===== config.mk =====
export PLATFORM = sky130hd
export DESIGN_NAME = store_unit
export DESIGN_NICKNAME = d
export VERILOG_FILES = /design/src/rtl/store_unit_pkg.sv /design/src/rtl/store_unit_decoder.sv /design/src/rtl/store_unit.sv
export SDC_FILE = /design/constraint.sdc
export NUM_CORES = 1
export LEC_CHECK = 0
export ABC_CLOCK_PERIOD_IN_PS = 3100
export BUFFER_PORTS_ARGS = -buffer_cell sky130_fd_sc_hd__buf_2
export CORE_UTILIZATION = 46
export CTS_BUF_LIST = sky130_fd_sc_hd__clkbuf_16
export DETAILED_ROUTE_END_ITERATION = 10
export PLACE_DENSITY = 0.84
export SLEW_MARGIN = 20
export SYNTH_ARGS = -nofsm -noshare
export SYNTH_HDL_FRONTEND = slang
export SYNTH_SLANG_ARGS = --single-unit
export TNS_END_PERCENT = 1

===== constraint.sdc =====
create_clock -name clk -period 3.1 [get_ports clk]
set_clock_uncertainty 0.05 [all_clocks]
set_input_delay 0.465 -clock clk [delete_from_list [all_inputs] [get_ports clk]]
set_output_delay 0.465 -clock clk [all_outputs]
set_load 0.02 [all_outputs]

===== src/rtl/store_unit_pkg.sv =====
// Shared RISC-V defines: load/store op encodings and store-unit FSM state type.
// Imported by store_decoder and store_unit.
package store_unit_pkg;

    localparam int LOAD_OP_WIDTH  = 3;
    localparam logic [LOAD_OP_WIDTH-1:0] LOAD_OP_LB  = 3'd0;
    localparam logic [LOAD_OP_WIDTH-1:0] LOAD_OP_LH  = 3'd1;
    localparam logic [LOAD_OP_WIDTH-1:0] LOAD_OP_LW  = 3'd2;
    localparam logic [LOAD_OP_WIDTH-1:0] LOAD_OP_LBU = 3'd3;
    localparam logic [LOAD_OP_WIDTH-1:0] LOAD_OP_LHU = 3'd4;

    localparam int STORE_OP_WIDTH = 2;
    localparam logic [STORE_OP_WIDTH-1:0] STORE_OP_SB = 2'd0;
    localparam logic [STORE_OP_WIDTH-1:0] STORE_OP_SH = 2'd1;
    localparam logic [STORE_OP_WIDTH-1:0] STORE_OP_SW = 2'd2;

    typedef enum logic [1:0] {
        ST_IDLE  = 2'd0,
        ST_MEM   = 2'd1,
        ST_FAULT = 2'd2
    } store_state_t;

endpackage


===== src/rtl/store_unit_decoder.sv =====
// Combinational store decode: funct3/AMO flag to store op plus illegal flag.
// AMO write-back always behaves as a full-word store.
module store_decoder
    import store_unit_pkg::*;
(
    input  logic [2:0]                funct3,
    input  logic                      amo_data_store,
    output logic [STORE_OP_WIDTH-1:0] store_op,
    output logic                      illegal
);

    always_comb begin
        store_op = STORE_OP_SW;
        illegal  = 1'b0;
        if (!amo_data_store) begin
            case (funct3)
                3'b000:  store_op = STORE_OP_SB;
                3'b001:  store_op = STORE_OP_SH;
                3'b010:  store_op = STORE_OP_SW;
                default: illegal  = 1'b1;
            endcase
        end
    end

endmodule


===== src/rtl/store_unit.sv =====
// Store unit: decodes a store, places data on byte lanes and runs a
// valid/ready write to memory, or reports a one-cycle fault.
//
// state    | meaning
// ST_IDLE  | ready for a new request
// ST_MEM   | mem_valid high, waiting for mem_ready
// ST_FAULT | one cycle pulsing the latched fault output
module store_unit
    import store_unit_pkg::*;
#(
    parameter int ADDR_WIDTH = 32
) (
    input  logic                  clk,
    input  logic                  rst,
    input  logic                  req_valid,
    output logic                  req_ready,
    input  logic [2:0]            funct3,
    input  logic                  amo_data_store,
    input  logic [ADDR_WIDTH-1:0] addr,
    input  logic [31:0]           wdata,
    output logic                  mem_valid,
    input  logic                  mem_ready,
    output logic [ADDR_WIDTH-1:0] mem_addr,
    output logic [31:0]           mem_wdata,
    output logic [3:0]            mem_wstrb,
    output logic                  done,
    output logic                  fault_misaligned,
    output logic                  fault_illegal
);

    store_state_t state, state_next;

    logic [STORE_OP_WIDTH-1:0] store_op;
    logic                      illegal;
    logic                      misaligned;
    logic                      accept;
    logic [31:0]               lane_data;
    logic [3:0]                lane_strb;

    store_decoder u_decoder (
        .funct3         (funct3),
        .amo_data_store (amo_data_store),
        .store_op       (store_op),
        .illegal        (illegal)
    );

    assign req_ready = (state == ST_IDLE);
    assign mem_valid = (state == ST_MEM);
    assign accept    = req_valid && req_ready;

    // Illegal wins: misaligned is only meaningful for a decodable op.
    assign misaligned = !illegal &&
                        (((store_op == STORE_OP_SH) && addr[0]) ||
                         ((store_op == STORE_OP_SW) && (addr[1:0] != 2'b00)));

    always_comb begin
        lane_data = wdata;
        lane_strb = 4'b1111;
        case (store_op)
            STORE_OP_SB: begin
                lane_data = {4{wdata[7:0]}};
                lane_strb = 4'b0001 << addr[1:0];
            end
            STORE_OP_SH: begin
                lane_data = {2{wdata[15:0]}};
                lane_strb = addr[1] ? 4'b1100 : 4'b0011;
            end
            default: begin
                lane_data = wdata;
                lane_strb = 4'b1111;
            end
        endcase
    end

    always_comb begin
        state_next = state;
        case (state)
            ST_IDLE: begin
                if (accept) begin
                    state_next = (illegal || misaligned) ? ST_FAULT : ST_MEM;
                end
            end
            ST_MEM: begin
                if (mem_ready) begin
                    state_next = ST_IDLE;
                end
            end
            ST_FAULT: state_next = ST_IDLE;
            default:  state_next = ST_IDLE;
        endcase
    end

    always_ff @(posedge clk or posedge rst) begin
        if (rst) begin
            state            <= ST_IDLE;
            done             <= 1'b0;
            fault_misaligned <= 1'b0;
            fault_illegal    <= 1'b0;
            mem_addr         <= '0;
            mem_wdata        <= '0;
            mem_wstrb        <= '0;
        end else begin
            state            <= state_next;
            done             <= (state == ST_MEM) && mem_ready;
            fault_illegal    <= accept && illegal;
            fault_misaligned <= accept && misaligned;
            if (accept) begin
                mem_addr  <= {addr[ADDR_WIDTH-1:2], 2'b00};
                mem_wdata <= lane_data;
                mem_wstrb <= lane_strb;
            end
        end
    end

endmodule


==> impl.org <==
** Run status
- The flow ran to the end, and the final reports show no timing, DRC or antenna violations.

** Logic synthesis
- The synthesized design contains 71 register bits.
- Register area share after synthesis :: 0.582
- Synthesis handed over a netlist of 256 instances.
- Unique masters post-synth :: 28
- The synthesized netlist occupies a cell area of 3050 µm².
- Averaged over all synthesized cells, the footprint is 11.9 µm².
- Synth Warn # :: 0

** Finish
- Number of antenna cells inserted :: 0
- Compared with the post-synthesis result, the final layout area differs by 32.6%.
- In the final layout, the share of cells above drive strength 1 is 0.515.
- In the layout the commonest cells are 142 x sky130_fd_sc_hd__buf_2, 71 x sky130_fd_sc_hd__dfrtp_1, 38 x sky130_fd_sc_hd__mux2_2.
- Most common library cell in the layout ignoring fill and taps :: sky130_fd_sc_hd__buf_2
- For this run, the post-layout net count is 466.
- Excluding fillers, the count of instances in the completed layout stands at 475.

** GRT
- Met3 track demand over resource in global routing :: 0.0417
- Met1 Usage GRT :: 0.289
- Total congestion overflow after global routing :: 0
- Met2 track demand over resource in global routing :: 0.343
- Largest net degree at the start of global routing :: 98
- In the global route stage, overall resource usage came out at 0.215.
- Vias in the first global route :: between 2000 and 2500
- The first global-routing pass estimated 11700 µm of wire.
- Initial antenna violation count :: 0
- met2 is the most crowded layer.

** Setup path
- The signal on the critical path passes through buf_2 -> or3_1 -> o21ai_0 -> a31oi_1.
- STA classifies the critical path startpoint as an input port.
- Along the worst path, the maximum fanout reaches 24.
- Family of cells with the greatest summed delay on the critical path :: simple AND/OR/NAND/NOR gates
- Among all stages on the critical path, the largest delay is contributed by sky130_fd_sc_hd__or3_1.
- For the worst setup path, the data required time is 3.22 ns.
- Highest cell delay on the worst timing path :: 0.75 ns
- Crit path buffers/inverters :: 1
- Data on the critical path arrives at its endpoint at 1.85 ns.
- STA classifies the critical path endpoint as a flip-flop.
- Kind of critical path :: input port to flip-flop

** STA
- Across all setup checks in the final design, the least slack found is around 1.4 ns.
- Measured slew at the worst slew-check pin :: 0.901 ns
- Hold Vio Cnt, Final :: 0
- Min cycle time layout :: 1.73 ns
- Setup repair after global routing left no endpoint under its margin.
- Based on the critical path, the design can be clocked at up to 578 MHz.
- Final count of negative-setup-slack endpoints :: 0
- Fin Setup TNS :: 0 ns
- In the finished design, the share of the clock period the worst path needs comes to 0.558.
- Relative max-transition margin :: 0.399
- The number of max-slew violations in the final report was 0.

** Route
- Routed wirelength normalized by instance count :: 14.8 µm
- For this block, the initial DRC count from the detailed router was about 130.
- Summed over all layers, the routed wires come to around 7000 µm.
- For this run, the detailed router's first-pass iteration total came to 4.
- Post-DRT Antenna Nets :: 0
- The final route contains approximately 2400 vias.
- After detailed routing, the number of vias per cell comes to 5.14.
- In the routed design, unresolved DRC markers number 0.

** Die
- Placeable core region :: 6390 µm²
- Die Ht :: 83.4 µm
- Initial core utilization :: 0.478
- Die W :: 83.4 µm
- Overall die area :: 6960 µm²
- Number of I/O pins :: 145
- # rows :: 29

** CTS
- Clock sink total :: 71
- The longest clock path from root to sink contains 2 buffers.
- Resized Gates After CTS :: 0
- The H-tree generated during clock tree synthesis spans 3 levels.
- CTS hold repair buffers :: 0
- In this run, CTS created clock tree buffers numbering 9.
- Post-CTS timing repair inserted 0 buffers for setup.
- Clock-pin slew was measured on the worst setup and hold paths at 0.06 ns.
- TritonCTS clock tree :: done
- Worst-Skew Late Latency :: 0.32 ns
- The tree is rooted in a sky130_fd_sc_hd__clkbuf_16.

** Placed design
- The congestion estimate from routability-driven global placement came to 0.785.
- Post-Place Cells :: 460
- Pre-CTS WS :: 1.14 ns
- Sum of net half-perimeters after detailed placement :: 4900 µm
- In this run the tool buffered the top-level ports with approximately 140 buffer cells.

** Power and ir drop
- IR Drop Worst-Case VDD :: between 400 and 500 µV
- Summed over all cells, the static leakage comes to 1.90 nW.
- For this design the ratio of total power to cell area is 760 nW/µm².

** Hold path
- In this run the worst hold path is classified as input port to flip-flop.

** Run
- Across the run, the number of max-cap violations was 0.
report_power, final:
part / leakage, nW / switching (W) / internal [W]
combinational: 0.942 / 0.000490 / 0.000318
clock: 0.149 / 0.000361 / 0.000697
sequential: 0.813 / 0.0000935 / 0.00111
total: 1.90 / 0.000945 / 0.00213
sequential cells by signal, summed over array words and instances (netlist names):
signal            cells
done                  1
fault_illegal         1
fault_misaligned      1
mem_addr             30
mem_wdata            32
mem_wstrb             4
state                 2
cells in the mapped netlist:
library cell / instances / share of area
sky130_fd_sc_hd__o21ai_1: 1 / 0.0016
sky130_fd_sc_hd__nor3_2: 1 / 0.0033
sky130_fd_sc_hd__buf_4: 7 / 0.017
sky130_fd_sc_hd__o21a_1: 2 / 0.0049
sky130_fd_sc_hd__buf_6: 8 / 0.030
sky130_fd_sc_hd__mux2_2: 38 / 0.14
sky130_fd_sc_hd__a41oi_1: 8 / 0.023
sky130_fd_sc_hd__inv_1: 2 / 0.0025
sky130_fd_sc_hd__o211ai_1: 1 / 0.0025
sky130_fd_sc_hd__nor2_1: 30 / 0.037
sky130_fd_sc_hd__o21bai_1: 1 / 0.0025
sky130_fd_sc_hd__nor2b_1: 3 / 0.0062
sky130_fd_sc_hd__a21oi_1: 2 / 0.0033
sky130_fd_sc_hd__nand3_1: 8 / 0.013
sky130_fd_sc_hd__conb_1: 1 / 0.0012
sky130_fd_sc_hd__a31oi_1: 19 / 0.039
sky130_fd_sc_hd__clkbuf_1: 1 / 0.0012
sky130_fd_sc_hd__o21ai_0: 5 / 0.0082
sky130_fd_sc_hd__or3_1: 1 / 0.0021
sky130_fd_sc_hd__and2_1: 2 / 0.0041
sky130_fd_sc_hd__nor3b_4: 1 / 0.0062
sky130_fd_sc_hd__buf_2: 3 / 0.0049
sky130_fd_sc_hd__o21ai_2: 4 / 0.011
sky130_fd_sc_hd__nand2_1: 33 / 0.041
sky130_fd_sc_hd__nor4_4: 1 / 0.0070
sky130_fd_sc_hd__dfrtp_1: 71 / 0.58
sky130_fd_sc_hd__nand2b_1: 1 / 0.0021
sky130_fd_sc_hd__o2bb2ai_1: 1 / 0.0029
path summary, 6_finish.rpt:
| check | startpoint | to | slack (ns) | depth (start not counted) |
|---|---|---|---|---|
| worst max-delay path | funct3[1] | mem_wdata[15] | 1.37 | 4 |
| worst min-delay path | addr[16] | mem_addr[16] | 0.33 | 2 |
| worst max register to register | state[1] | mem_wdata[7] | 1.46 | 3 |
| worst min register to register | mem_addr[9] | mem_addr[9] | 0.45 | 1 |
| max in group asynchronous | rst | mem_wdata[12] | 2.07 | 3 |
| min in group asynchronous | rst | mem_addr[15] | 0.36 | 3 |
metrics by stage:
| step | util | hold slack, ns | instance area (µm²) | total power [W] |
|---|---|---|---|---|
| after floorplan | - | 0.544 | 3050 | 0.00175 |
| after global placement | 0.585 | 0.433 | 3730 | 0.00201 |
| after detailed placement | 0.585 | 0.440 | 3730 | 0.00204 |
| after CTS | 0.633 | 0.314 | 4050 | 0.00311 |
| after global routing | 0.633 | 0.315 | 4050 | 0.00323 |
| final | 0.633 | 0.325 | 4050 | 0.00307 |
cells by family (layout without fill, tap and decap cells):
group                  count (synthesis)  count (layout)  synth area share
other                                  1               2           0.00123
AO/OA/AOI/OAI                         44              44            0.0993
multiplexers                          38              38             0.140
buffers and inverters                 21             162            0.0554
flip-flops                            71              71             0.582
AND/OR/NAND/NOR                       81              81             0.121
metal layers:
| layer | vias to the layer above | share of wire |
|---|---|---|
| li1 | 1171 | - |
| met1 | 1132 | 0.44 |
| met2 | 125 | 0.47 |
| met3 | 14 | 0.064 |
| met4 | 0 | 0.019 |
| met5 | - | 0 |
worst register-to-register path, delay by kind of cell, from the launching register on:
family | cells | cell delay [ns]
buffers and inverters | 1 | 0.35
flip-flops | 1 | 0.42
multiplexers | 1 | 0.47
AND/OR/NAND/NOR | 1 | 0.24
final cells by class:
class	instances	area [µm²]
Clock buffer	9	225
Clock inverter	6	85.1
Fill cell	497	2340
Inverter	2	7.51
Multi-Input combinational cell	165	1110
Sequential cell	71	1780
Tap cell	77	96.3
Timing Repair Buffer	145	746
Note: power is estimated with default switching activity, not from simulation.
